===== src/rtl/disp_pkg.sv =====
// Shared types and constants for the seven-segment display sharing arbiter.
package disp_pkg;

  localparam int DISP_DIGITS   = 8;
  localparam int DISP_NIBBLE_W = 4;
  localparam int DISP_DATA_W   = 32;

  // One-hot so each grant output maps onto a single state bit.
  typedef enum logic [2:0] {
    IDLE  = 3'b001,
    SHOW0 = 3'b010,
    SHOW1 = 3'b100
  } disp_arb_state_t;

  function automatic logic [DISP_NIBBLE_W-1:0] disp_nibble(
    input logic [DISP_DATA_W-1:0] word,
    input int                     idx
  );
    return word[idx*DISP_NIBBLE_W +: DISP_NIBBLE_W];
  endfunction

endpackage


===== src/rtl/disp_hold_timer.sv =====
// Minimum on-screen hold timer: counts cycles since the last grant change and
// saturates at HOLD_CYCLES so it never wraps while an owner keeps the display.
module disp_hold_timer #(
  parameter int HOLD_CYCLES = 100000000
) (
  input  logic mclk,
  input  logic rst,
  input  logic restart,
  input  logic run,
  output logic expired
);

  localparam int CNT_W = $clog2(HOLD_CYCLES + 1);
  localparam logic [CNT_W-1:0] CNT_MAX = CNT_W'(HOLD_CYCLES);

  logic [CNT_W-1:0] count;

  always_ff @(posedge mclk or posedge rst) begin
    if (rst) begin
      count <= '0;
    end else if (restart) begin
      count <= '0;
    end else if (run && (count != CNT_MAX)) begin
      count <= count + CNT_W'(1);
    end
  end

  assign expired = (count == CNT_MAX);

endmodule


===== src/rtl/disp_share_arb.sv =====
// Two-requester time-share arbiter for the 8-digit display with a minimum hold.
// Build option DISP_SHARE_ARB_IDLE_KEEP_EN: keep the last owner's digits in IDLE.
module disp_share_arb
  import disp_pkg::*;
#(
  parameter int HOLD_CYCLES = 100000000
) (
  input  logic        mclk,
  input  logic        rst,
  input  logic        req0,
  input  logic [31:0] data0,
  input  logic        req1,
  input  logic [31:0] data1,
  output logic        gnt0,
  output logic        gnt1,
  output logic [31:0] digits,
  output logic        busy
);

  disp_arb_state_t        state;
  disp_arb_state_t        next_state;
  logic                   expired;
  logic                   restart;
  logic                   run;
  logic [DISP_DATA_W-1:0] next_digits;
  logic [DISP_DATA_W-1:0] idle_digits;

  always_comb begin
    next_state = state;
    case (state)
      IDLE: begin
        if (req0) begin
          next_state = SHOW0;
        end else if (req1) begin
          next_state = SHOW1;
        end
      end
      // After expiry the other requester wins even if the owner still asks.
      SHOW0: begin
        if (expired) begin
          if (req1) begin
            next_state = SHOW1;
          end else if (!req0) begin
            next_state = IDLE;
          end
        end
      end
      SHOW1: begin
        if (expired) begin
          if (req0) begin
            next_state = SHOW0;
          end else if (!req1) begin
            next_state = IDLE;
          end
        end
      end
      default: next_state = IDLE;
    endcase
  end

  assign restart = (next_state != state);
  assign run     = (state == SHOW0) || (state == SHOW1);

  disp_hold_timer #(
    .HOLD_CYCLES(HOLD_CYCLES)
  ) u_hold_timer (
    .mclk   (mclk),
    .rst    (rst),
    .restart(restart),
    .run    (run),
    .expired(expired)
  );

`ifdef DISP_SHARE_ARB_IDLE_KEEP_EN
  assign idle_digits = digits;
`else
  assign idle_digits = '0;
`endif

  // Digits follow the source that owns the display after this edge.
  for (genvar gi = 0; gi < DISP_DIGITS; gi++) begin : g_nibble
    assign next_digits[gi*DISP_NIBBLE_W +: DISP_NIBBLE_W] =
      (next_state == SHOW0) ? disp_nibble(data0, gi) :
      (next_state == SHOW1) ? disp_nibble(data1, gi) :
                              disp_nibble(idle_digits, gi);
  end

  always_ff @(posedge mclk or posedge rst) begin
    if (rst) begin
      state  <= IDLE;
      gnt0   <= 1'b0;
      gnt1   <= 1'b0;
      busy   <= 1'b0;
      digits <= '0;
    end else begin
      state  <= next_state;
      gnt0   <= (next_state == SHOW0);
      gnt1   <= (next_state == SHOW1);
      busy   <= (next_state != IDLE);
      digits <= next_digits;
    end
  end

endmodule


===== config.mk =====
export PLATFORM = sky130hd
export DESIGN_NAME = disp_share_arb
export DESIGN_NICKNAME = d
export VERILOG_FILES = /design/src/rtl/disp_pkg.sv /design/src/rtl/disp_hold_timer.sv /design/src/rtl/disp_share_arb.sv
export SDC_FILE = /design/constraint.sdc
export NUM_CORES = 1
export LEC_CHECK = 0
export ABC_AREA = 1
export CAP_MARGIN = 20
export CORE_MARGIN = 1
export CORE_UTILIZATION = 30
export CTS_BUF_LIST = sky130_fd_sc_hd__clkbuf_16
export CTS_CLUSTER_SIZE = 40
export DETAILED_ROUTE_END_ITERATION = 8
export SKIP_CTS_REPAIR_TIMING = 1
export SYNTH_ARGS = -nofsm -noshare
export SYNTH_HDL_FRONTEND = slang
export SYNTH_SLANG_ARGS = --single-unit

===== constraint.sdc =====
create_clock -name mclk -period 4.76 [get_ports mclk]
set_clock_uncertainty 0.05 [all_clocks]
set_input_delay 0.476 -clock mclk [delete_from_list [all_inputs] [get_ports mclk]]
set_output_delay 0.476 -clock mclk [all_outputs]
set_load 0.03 [all_outputs]

==> run_results.csv <==
group,metric,value,unit
synthesis,synth.avg_cell_area,7.78,um2
worst_setup_path,reg2reg_from,"u_hold_timer.count[1]$_DFFE_PP0P_",
synthesis,synthSimpleGateAreaFrac,35.3,%
route,drtIter0Drc,145,
worst_setup_path,setup.worst_path.end_class,"flop",
worst_setup_path,path_class,"flop to flop",
placement,place.gp.congestion,0.799,
floorplanning,io-pin-count,103,
worst_setup_path,r2r-end,"u_hold_timer.count[8]$_DFFE_PP0P_",
global_route,grt_pass1_vias,2876,
clock_network,clk_path_buf_depth,2,
timing,fin_setup_tns,0,ns
worst_hold_path,hold_path_class,"input pin to async pin",
route,drtPass1Iterations,4,
synthesis,yosys_warnings,0,
global_route,grt_max_degree,36,
clock_network,clk_pin_slew_worst_paths,0.06,ns
floorplanning,die_area,11300,um2
worst_setup_path,crit_path_start_kind,"flop",
cells_and_area,drive_gt1_share,8.32,%
clock_network,cts-root-buf,"clkbuf_16",
timing,fin_crit,2.54,ns
cells_and_area,finish.instance_area,4680,um2
floorplanning,start_util,31.3,%
cells_and_area,num_antenna_cells,0,
synthesis,yosys.cell_types.count,24,
floorplanning,rows,37,
synthesis,syn_area,3280,um2
timing,drv_slew,0,
route,remaining_drc_errors,0,
status,status,"complete, no violations",
pwr,p_per_area,510,nW/um2
worst_setup_path,timing.critical_path.buf_inv,2,
placement,placed_area,4400,um2
worst_setup_path,rr_worst_depth,10,
clock_network,clock_sinks,65,
timing,hold_viol,0,
cells_and_area,nets,594,
route,ant_nets,0,
timing,setup_viol,0,
worst_setup_path,rrSetupSlack,2.22,ns
timing,rsz0062_at_grt,"no",
cells_and_area,final_util,44.7,%
worst_setup_path,crit_top_cell,"inv_1",
timing,finalWorstSetupSlack,2.22,ns
worst_setup_path,arrival,2.69,ns
synthesis,synth_fa_ha_area_share,0.764,%
global_route,track_usage,14.9,%
timing,worst_pin_slew,0.728,ns
run,maxCapViolCount,0,
floorplanning,die_y,106,um
timing,fmax,394,MHz
floorplanning,dieWidth,106,um
synthesis,yosysSeqAreaShare,49.7,%
worst_setup_path,cp_max_fo,20,
global_route,grt_pass1_wl,13.3,mm
clock_network,cts_tree,"done",
pwr,p_leak,2.13,nW
placement,pre_cts_ws,2.11,ns
timing,slew_headroom,51.4,%
clock_network,clock_latency,0.33,ns
worst_setup_path,cp_top_family,"simple AND/OR/NAND/NOR gates",
synthesis,synth_top_family_by_area,"simple AND/OR/NAND/NOR gates",
placement,port_buffers,102,
synthesis,syn_inst,421,
route,drt_wl_total,7.76,mm
timing,fin_crit_sh,53.4,%
worst_setup_path,crit_path_cell_trace,"inv_1, ha_1, nand4_1, nor2_1, nand2_2, nand2_1, inv_1, nand3_1, xor2_1, nor2_2",
pwr,vdd_drop_max,0.308,mV
cells_and_area,n_fill_cell,1086,
synthesis,synth_xor_area_share,5.35,%
global_route,grt-ovfl-total,0,
worst_setup_path,critical_path.max_stage_delay,0.44,ns
synthesis,synthMuxAreaShare,0,%
cells_and_area,area_delta_synth_final,42.9,%
synthesis,syn_nets,491,
floorplanning,core-area,10500,um2
clock_network,cts_max_level,3,
global_route,antenna_found_initial,0,
worst_setup_path,worstPathRequired,4.91,ns
synthesis,synth-compound-area-share,1.26,%
route,vias,2871,
route,viasPerCell,4.32,
synthesis,synth_seq_cells,65,
placement,dp_hpwl,5.76,mm
route,wire_per_inst,11.7,um
clock_network,cts_inserted_buffers,9,
worst_setup_path,worst_path_max_delay_cell,"inv_1",
## cell usage in the layout, fill, tap and decap left out
cell / synthesis / final
nand2_1: 162 / 162
clkdlybuf4s50_1: 0 / 102
dfrtp_1: 64 / 64
nor2_1: 53 / 53
inv_1: 46 / 45
nor2_2: 17 / 17
xor2_1: 16 / 16
nand3_1: 15 / 15
nand4_1: 9 / 9
clkbuf_16: 0 / 9
nor3_1: 7 / 7
xnor2_1: 4 / 4
inv_6: 0 / 4
nand2_2: 3 / 3
o21ai_0: 3 / 3
nand2_4: 2 / 2
ha_1: 2 / 2
clkinvlp_4: 0 / 2
and2_0: 1 / 1
o21ai_1: 1 / 1
o21ai_4: 1 / 1
a21oi_1: 1 / 1
nand3_4: 1 / 1
nor2_4: 1 / 1
inv_2: 0 / 1
clkinv_4: 0 / 1
buf_4: 4 / 1
dfstp_2: 1 / 1
## cells by family (layout without fill, tap and decap cells)
| kind of cell | Yosys count | in the layout |
|---|---|---|
| compound gates | 6 | 6 |
| xor+xnor | 20 | 20 |
| fa+ha+maj | 2 | 2 |
| buf+inv | 57 | 165 |
| flops | 65 | 65 |
| simple gates | 271 | 271 |
## metrics by stage
stage | total power [mW] | std cells | hold WS (ns)
final | 2.39 | 665 | 0.530
after global routing | 2.55 | 665 | 0.579
after CTS | 2.43 | 665 | 0.530
after detailed placement | 1.78 | 649 | 0.524
after global placement | 1.77 | 649 | 0.513
after floorplan | 1.44 | 421 | 0.486
## worst max-delay path by stage
stage | start | to | slack [ns] | cells after the start
after detailed placement | req0 | digits[10]$_DFF_PP0_ | 2.11 | 9
final | u_hold_timer.count[1]$_DFFE_PP0P_ | u_hold_timer.count[8]$_DFFE_PP0P_ | 2.22 | 10
after global routing | u_hold_timer.count[0]$_DFFE_PP0P_ | digits[22]$_DFF_PP0_ | 2.03 | 10
after floorplan | rst | busy$_DFF_PP0_ | 2.61 | 1
after CTS | u_hold_timer.count[1]$_DFFE_PP0P_ | digits[10]$_DFF_PP0_ | 2.19 | 10
after global placement | req0 | digits[10]$_DFF_PP0_ | 2.16 | 9
## per-layer routing
| metal | track usage [%] | routed length [um] | share of wire [%] |
|---|---|---|---|
| met1 | 17.1 | 3280 | 42 |
| met2 | 24.5 | 3660 | 47 |
| met3 | 7.23 | 762 | 9.8 |
| met4 | 4.50 | 60 | 0.77 |
| met5 | 0 | 0 | 0 |
## Yosys cell counts, drive strengths merged
master | instances | share of area (%)
ha | 2 | 0.76
nor2 | 71 | 9.7
and2 | 1 | 0.19
inv | 46 | 5.3
nand3 | 16 | 2.8
buf | 11 | 2.4
nand2 | 167 | 20
dfrtp | 64 | 49
a21oi | 1 | 0.15
nor3 | 7 | 1.1
nand4 | 9 | 1.7
dfstp | 1 | 0.80
xor2 | 16 | 4.3
o21ai | 5 | 1.1
xnor2 | 4 | 1.1
## where the power goes
part,leakage (nW),internal (mW),switching [mW]
Clock,0.133,0.360,0.265
Sequential,0.868,0.684,0.0419
Combinational,1.13,0.348,0.686
Total,2.13,1.39,0.993
## cell type report
cell class / instances / area, um2 / share of cell area, %
Clock buffer: 9 / 225 / 4.81
Clock inverter: 7 / 58.8 / 1.26
Inverter: 46 / 173 / 3.69
Multi-Input combinational cell: 299 / 1400 / 29.9
Sequential cell: 65 / 1630 / 34.8
Tap cell: 136 / 170 / 3.64
Timing Repair Buffer: 103 / 1030 / 22.0
## flip-flops by register name, indices dropped and copies added, names as in the netlist
name	cells
busy	1
digits	32
gnt0	1
gnt1	1
state	3
u_hold_timer.count	27
Note: power is estimated with default switching activity, not from simulation.
